--- config.mk ---
export PLATFORM = sky130hd
export DESIGN_NAME = rsa_expo_sched
export DESIGN_NICKNAME = d
export VERILOG_FILES = /design/src/rtl/rsa_expo_sched.sv
export SDC_FILE = /design/constraint.sdc
export NUM_CORES = 1
export LEC_CHECK = 0
export CORE_AREA = 2 2 91 93
export CTS_CLUSTER_SIZE = 16
export DETAILED_ROUTE_END_ITERATION = 12
export DIE_AREA = 0 0 93 95
export PLACE_DENSITY_LB_ADDON = 0.08
export SYNTH_ARGS = -nofsm -noshare
export SYNTH_HDL_FRONTEND = slang
export SYNTH_SLANG_ARGS = --single-unit
--- constraint.sdc ---
create_clock -name clk -period 2.39 [get_ports clk]
set_input_delay 0.717 -clock clk [delete_from_list [all_inputs] [get_ports clk]]
set_output_delay 0.717 -clock clk [all_outputs]
set_load 0.02 [all_outputs]
--- src/rtl/rsa_expo_sched.sv ---
// Left-to-right binary exponentiation sequencer: reads exponent words MSB-word-first,
// skips leading zeros, and drives square/multiply operations into the Montgomery engine.
module rsa_expo_sched #(
   parameter int EXP_WORDS = 32,
   parameter int CNT_W     = 16
) (
   input  logic             clk,
   input  logic             rstn,
   input  logic             start,
   input  logic             dummy_en,
   input  logic             expo_empty,
   input  logic [31:0]      expo_data,
   output logic             expo_rd_en,
   output logic             mm_start,
   output logic [2:0]       mm_op,
   input  logic             mm_done,
   output logic             busy,
   output logic             done,
   output logic             err,
   output logic [CNT_W-1:0] op_cnt,
   output logic [3:0]       dbg_state
);

   localparam int WW = (EXP_WORDS > 1) ? $clog2(EXP_WORDS) : 1;
   localparam logic [WW-1:0] LAST_WORD = WW'(EXP_WORDS - 1);

   localparam logic [2:0] OP_CONV_IN  = 3'd0;
   localparam logic [2:0] OP_SQR      = 3'd1;
   localparam logic [2:0] OP_MUL      = 3'd2;
   localparam logic [2:0] OP_DUMMY    = 3'd3;
   localparam logic [2:0] OP_CONV_OUT = 3'd4;

   typedef enum logic [3:0] {
      S_IDLE   = 4'd0,
      S_ISSUE  = 4'd1,
      S_WAIT   = 4'd2,
      S_FETCH  = 4'd3,
      S_LOAD   = 4'd4,
      S_SCAN   = 4'd5,
      S_MULCHK = 4'd6,
      S_ADV    = 4'd7,
      S_FIN    = 4'd8
   } state_t;

   state_t           state_q;
   logic [2:0]       mm_op_q;
   logic [CNT_W-1:0] op_cnt_q;
   logic [CNT_W-1:0] op_cnt_d;
   logic [WW-1:0]    word_q;
   logic [4:0]       bit_q;
   logic [31:0]      sh_q;
   logic             found_q;
   logic             dummy_q;
   logic             mm_start_q;
   logic             busy_q;
   logic             done_q;
   logic             err_q;

   // Handshakes: mm_start is a one-cycle launch with mm_op stable until the engine's
   // one-cycle mm_done, which only counts in WAIT. expo_rd_en is a pop strobe that only
   // fires when expo_empty is low; the popped word is presented on the following cycle.
   assign op_cnt_d = (&op_cnt_q) ? op_cnt_q : op_cnt_q + CNT_W'(1);

   // Combinational so the FIFO word lands exactly in LOAD, one cycle after the strobe.
   assign expo_rd_en = (state_q == S_FETCH) && !expo_empty;
   assign mm_start   = mm_start_q;
   assign mm_op      = mm_op_q;
   assign busy       = busy_q;
   assign done       = done_q;
   assign err        = err_q;
   assign op_cnt     = op_cnt_q;
   assign dbg_state  = state_q;

   always_ff @(posedge clk or negedge rstn) begin
      if (!rstn) begin
         state_q    <= S_IDLE;
         mm_op_q    <= OP_CONV_IN;
         op_cnt_q   <= '0;
         word_q     <= '0;
         bit_q      <= '0;
         sh_q       <= '0;
         found_q    <= 1'b0;
         dummy_q    <= 1'b0;
         mm_start_q <= 1'b0;
         busy_q     <= 1'b0;
         done_q     <= 1'b0;
         err_q      <= 1'b0;
      end else begin
         mm_start_q <= 1'b0;
         case (state_q)
            S_IDLE: begin
               if (start) begin
                  dummy_q    <= dummy_en;
                  op_cnt_q   <= '0;
                  found_q    <= 1'b0;
                  word_q     <= '0;
                  mm_op_q    <= OP_CONV_IN;
                  mm_start_q <= 1'b1;
                  busy_q     <= 1'b1;
                  state_q    <= S_ISSUE;
               end
            end
            S_ISSUE: begin
               op_cnt_q <= op_cnt_d;
               state_q  <= S_WAIT;
            end
            S_WAIT: begin
               if (mm_done) begin
                  case (mm_op_q)
                     OP_CONV_IN:       state_q <= S_FETCH;
                     OP_SQR:           state_q <= S_MULCHK;
                     OP_MUL, OP_DUMMY: state_q <= S_ADV;
                     default: begin
                        err_q   <= 1'b0;
                        done_q  <= 1'b1;
                        state_q <= S_FIN;
                     end
                  endcase
               end
            end
            S_FETCH: begin
               if (!expo_empty) state_q <= S_LOAD;
            end
            S_LOAD: begin
               sh_q    <= expo_data;
               bit_q   <= 5'd31;
               state_q <= S_SCAN;
            end
            S_SCAN: begin
               // The leading one costs nothing: CONV_IN already left the base in the accumulator.
               if (found_q) begin
                  mm_op_q    <= OP_SQR;
                  mm_start_q <= 1'b1;
                  state_q    <= S_ISSUE;
               end else begin
                  if (sh_q[31]) found_q <= 1'b1;
                  state_q <= S_ADV;
               end
            end
            S_MULCHK: begin
               if (sh_q[31]) begin
                  mm_op_q    <= OP_MUL;
                  mm_start_q <= 1'b1;
                  state_q    <= S_ISSUE;
               end else if (dummy_q) begin
                  mm_op_q    <= OP_DUMMY;
                  mm_start_q <= 1'b1;
                  state_q    <= S_ISSUE;
               end else begin
                  state_q <= S_ADV;
               end
            end
            S_ADV: begin
               sh_q <= {sh_q[30:0], 1'b0};
               if (bit_q != 5'd0) begin
                  bit_q   <= bit_q - 5'd1;
                  state_q <= S_SCAN;
               end else if (word_q < LAST_WORD) begin
                  word_q  <= word_q + WW'(1);
                  state_q <= S_FETCH;
               end else if (found_q) begin
                  mm_op_q    <= OP_CONV_OUT;
                  mm_start_q <= 1'b1;
                  state_q    <= S_ISSUE;
               end else begin
                  err_q   <= 1'b1;
                  done_q  <= 1'b1;
                  state_q <= S_FIN;
               end
            end
            S_FIN: begin
               done_q  <= 1'b0;
               err_q   <= 1'b0;
               busy_q  <= 1'b0;
               state_q <= S_IDLE;
            end
            default: state_q <= S_IDLE;
         endcase
      end
   end

endmodule
# Word-level counts from Yosys, hierarchy flattened
# Cells that the tools add are included.
[totals] register_bits=71 latch_bits=0 ram_bits=0 mem_bits_ro=0 out_inout_bits=28 elab_cells=115 n_memories=0
[op_classes] n_addsub=3 multipliers=0 n_div=0 order_cmp=1 eq_ne=24 n_shift=0 mux=51 bitwise=0 reduce_logical=24
[ops] operator="case mux 32 bit (2 select lines)" count=1
[ops] operator="2-to-1 mux 16 bit" count=2
[ops] operator="case mux 16 bit (2 select lines)" count=1
[ops] operator="case mux 4 bit (8 select lines)" count=1
[ops] operator="2-to-1 mux 3 bit" count=10
[ops] operator="2-to-1 mux 4 bit" count=6
[ops] operator="!= test 2 bit (second input constant)" count=12
[ops] operator="2-to-1 mux 5 bit" count=4
[ops] operator="case mux 5 bit (2 select lines)" count=2
[ops] operator="2-to-1 mux 1 bit" count=17
[ops] operator="adder 16 x 1 -> 16 bit (second input constant)" count=1
[ops] operator="equality test 4 x 3 -> 1 bit (second input constant)" count=4
[ops] operator="AND reduction 16 bit" count=1
[ops] operator="case mux 3 bit (4 select lines)" count=1
[ops] operator="case mux 4 bit (3 select lines)" count=1
[ops] operator="nonzero test 2 bit" count=5
[ops] operator="equality test 4 x 2 -> 1 bit (second input constant)" count=2
[ops] operator="AND reduction 2 bit" count=4
[ops] operator="AND reduction 7 bit" count=1
[ops] operator="equality test 3 x 2 -> 1 bit (second input constant)" count=2
[ops] operator="case mux 1 bit (3 select lines)" count=2
[ops] operator="AND reduction 3 bit" count=2
[ops] operator="AND reduction 6 bit" count=1
[ops] operator="adder 5 x 1 -> 5 bit (second input constant)" count=1
[ops] operator="18 further kinds" count=19

# Depth between registers and ports, before layout
[depth] depth_word=5 ltp_mapped=7 ltp_nobuf=6

# Worst setup path before layout
# Ideal clock, no wire load.
[synth_timing] path_type="reg-to-output" startpoint="register state_q[0] (netlist: dbg_state[0])" endpoint="output port expo_rd_en" arrival_time_ps=1384 t_required_ps=1673 slack_ps=289 stages_incl_launch_ff=4 path_buffers=2 path_cell_list="dfrtp_1 > clkbuf_1 > buf_1 > and4b_1"
[synth_between] elab_chain_cells=2
[synth_rtl] item="start: declaration" line_no="45" source="state_t state_q;"
[synth_rtl] item="start signal: assignment" line_no="76" source="state_q <= S_IDLE;"
[synth_rtl] item="start signal: assignment" line_no="100" source="state_q <= S_ISSUE;"
[synth_rtl] item="start signal: assignment" line_no="105" source="state_q <= S_WAIT;"
[synth_rtl] item="equality test 4 x 2 -> 1 bit" line_no="65" source="assign expo_rd_en = (state_q == S_FETCH) && !expo_empty;"
[synth_rtl] item="logical AND 1 bit" line_no="65"
[synth_rtl] item="end: declaration" line_no="13" source="output logic expo_rd_en,"
# Every way passes these cells.

# Final worst setup path
[layout_timing] startpoint="input port expo_empty" endpoint="output port expo_rd_en"
[layout_between] elab_chain_cells=2
[layout_rtl] item="start: declaration" line_no="11" source="input logic expo_empty,"
[layout_rtl] item="zero test 1 bit"
[layout_rtl] item="logical AND 1 bit" line_no="65"
# Every way passes these cells.

==> results.md <==
* Post-CTS setup buffers at 0
* Clock Tree Root: clkbuf_8
* Post-DR wirelength/cell at 14.5 um
* # H-tree levels at 3
* EDFF count, synth at 0
* Hold Buf Count CTS at 0
* Syn Nets at 460
* Mapped Cells at 418
* Post-route insts no fill at 599
* Via Count at 3,367
* Vias in the first global route at 3,247
* Leak pwr at 0.00196 uW
* Slew Limit Fails at 0
* # diodes at 0
* Slew @ Worst Pin at 704 ps
* Mux share of post-synthesis cell area at 0.0162
* P_sw at 1710 uW
* #FFs+latches synth at 71
* Post-CTS resize count at 4
* Switching share of power at 0.374
* Grt ovf at 0
* Crit-path max FO at 2
* Worst skew pair latency at 340 ps
* Peak VDD IR at 0.000378 V
* Synth Area in Adders at 0.0135
* Complex-gate fraction of the synthesized area at 0.165
* CP endpoint kind: output port
* Post-layout min period at 2350 ps
* Count leader, synth: nand2_1
* Nets at 531
* Largest family of logic cells by synthesized area: simple AND/OR/NAND/NOR gates
* Port bufs at 65
* Met3 WL post-DR at 404 um
* Initial antenna violation count at 0
* Antenna Nets Post-Route at 0
* Largest net degree at the start of global routing at 72
* Total iterations of the first detailed-routing run at 4
* HP Class: input pin to async pin
* Inst Count DP at 583
* Pwr/cell area at 963 nW/um^2
* Synth cell types at 52
* Area after DPL at 4570 um^2
* Clock transition at path regs at 80 ps
* Die area at 8840 um^2
* Total GRT Usage at 0.212
* Num ports at 66
* Worst slew margin at 0.527
* Share of power burned in registers at 0.424
* Sequential share of the synthesized area at 0.479
* Post-synth top cells: nand2_1 (91), dfrtp_1 (71), nor2_1 (40), a31oi_1 (33), a21oi_1 (20)
* TritonCTS clock tree: built
* Fmax at 0.426 GHz
* Bufs on Longest Clock Path at 2
* Simple-Gate Fraction of Synth Area at 0.281
* Status: completed
* Synth area leader: dfrtp_1
* Xor/xnor share of the synthesized area at 0.0142
* Core ar. at 7930 um^2
* Worst r2r path cells at 5
* Dpl hpwl at 5.91 mm
* Avg Cell Area, Syn at 8.88 um^2
* Fraction of layout cells with a size suffix above 1 at 0.0870
* Final WL at 8.67 mm
* Setup Skew at 10.1 ps
* Pint at 2860 uW
* Max Used Layer: met4
* Tcrit/Tclk final at 0.982
* Critical Path Source Type: input pin
* Starting Density at 0.468
* Mapped Area at 3710 um^2
* Main synth FF type: dfrtp_1
* Max cap viols at 0
* RSZ-0062 raised after global routing: false
* CP arrival at 1630 ps
* Clock share of power at 0.191
* Met2 Wirelength at 4.23 mm
* Synth async-reset ratio at 1.00
* Yosys synthesis warning count at 0
* Post-route DRC at 0
* Hold_ws at 378 ps
* Required time worst endpoint at 1670 ps
* First-pass GRT wire length at 15.0 mm
* Fin area at 4750 um^2
* Gpl congestion at 0.885
* Setup CP Type: input pin to output port
* Final Hold Vio Count at 0
* CTS buffer count at 9
* Synth top area share at 0.479
* Final setup vio count at 0
* WL met1 at 3.97 mm
* Vias per cell at 5.62
* 1st-iter DRT viols at 141
* Die Y at 95 um
* Gate power share at 0.386
* Row cnt at 33
* Chip Width at 93 um
* Sink Count at 71
* Top post-synthesis cells by area: dfrtp_1 (48%), nand2_1 (9.2%), a31oi_1 (5.6%)
* Area delta synth->final at 27.9%
-- cell usage in the layout (no fill, tap or decap), types with 3 or more instances in the layout --
| master | count |
|---|---|
| clkdlybuf4s50_1 | 63 |
| nor2_1 | 40 |
| nand2_1 | 91 |
| or4_1 | 6 |
| nor4_1 | 6 |
| nor3_1 | 8 |
| nand4_1 | 11 |
| buf_4 | 17 |
| nor2b_1 | 5 |
| xnor2_1 | 4 |
| ha_1 | 4 |
| a31oi_1 | 33 |
| a22oi_1 | 3 |
| mux2i_1 | 6 |
| clkbuf_8 | 11 |
| or3_1 | 5 |
| nand3_1 | 8 |
| a211oi_1 | 4 |
| and4_1 | 6 |
| o21ai_0 | 9 |
| dfrtp_1 | 70 |
| a21oi_1 | 20 |
| inv_1 | 5 |
| nand2b_1 | 5 |
| o31ai_1 | 9 |
-- area by class of cell --
class                   count  area (um^2)
well taps                 105          131
clock buffers              13          159
repair buffers             84          815
multi-input cells         318         1830
fillers                   732         3180
clock inverters             3         17.5
inverters                   5         18.8
flip-flops and latches     71         1780
-- critical path: stages --
cell and delay [ps]:
clkdlybuf4s50_1 420, and4b_1 240, clkdlybuf4s15_2 250
-- power groups by stage --
| stage | Sequential [uW] | Combinational [uW] | Clock, uW |
|---|---|---|---|
| final | 1940 | 1760 | 872 |
| after global routing | 2000 | 1970 | 968 |
| after floorplan | 1970 | 1110 | 0 |
| after detailed placement | 1960 | 1770 | 0 |
| after global placement | 1940 | 1730 | 0 |
| after CTS | 1940 | 1780 | 908 |
-- flip-flops by register name, summed over array words and instances (netlist names) --
signal / count
err: 1
bit_q: 5
dummy_q: 1
mm_start: 1
busy: 1
sh_q: 32
dbg_state: 4
mm_op: 3
found_q: 1
done: 1
op_cnt: 16
word_q: 5
-- per-layer routing --
| metal | up-vias | track usage |
|---|---|---|
| li1 | 1657 | - |
| met1 | 1617 | 0.277 |
| met2 | 86 | 0.348 |
| met3 | 7 | 0.0407 |
| met4 | 0 | 0.0833 |
| met5 | - | 0 |
-- final timing paths --
check                             startpoint         end  slack (ps)
worst min register to register       sh_q[2]     sh_q[2]         480
worst max register to register  dbg_state[2]  op_cnt[10]         280
worst max-delay path              expo_empty  expo_rd_en          40
max in group asynchronous               rstn    bit_q[2]        1690
worst min-delay path                    rstn   op_cnt[4]         380
min in group clk                     sh_q[2]     sh_q[2]         480
-- metrics by stage --
step,setup TNS (ps),power (uW),utilization,worst slack [ps]
6_report,0,4570,0.599,42.4
5_1_grt,0,4930,0.599,3.79
4_1_cts,0,4630,0.599,34.2
3_5_place_dp,-390,3730,0.576,-305
3_3_place_gp,-380,3670,0.576,-297
2_1_floorplan,0,3070,-,289
-- cell families (layout without fill, tap and decap cells) --
logic type                 after synthesis  in the layout
adders and majority gates                4              4
xor gates and xnor gates                 6              6
DFF                                     71             71
AOI/OAI and AO/OA                       94             94
muxes                                    6              6
buffers and inverters                   29            105
and+or+nand+nor                        208            208
(Power assumes the default switching activity.)
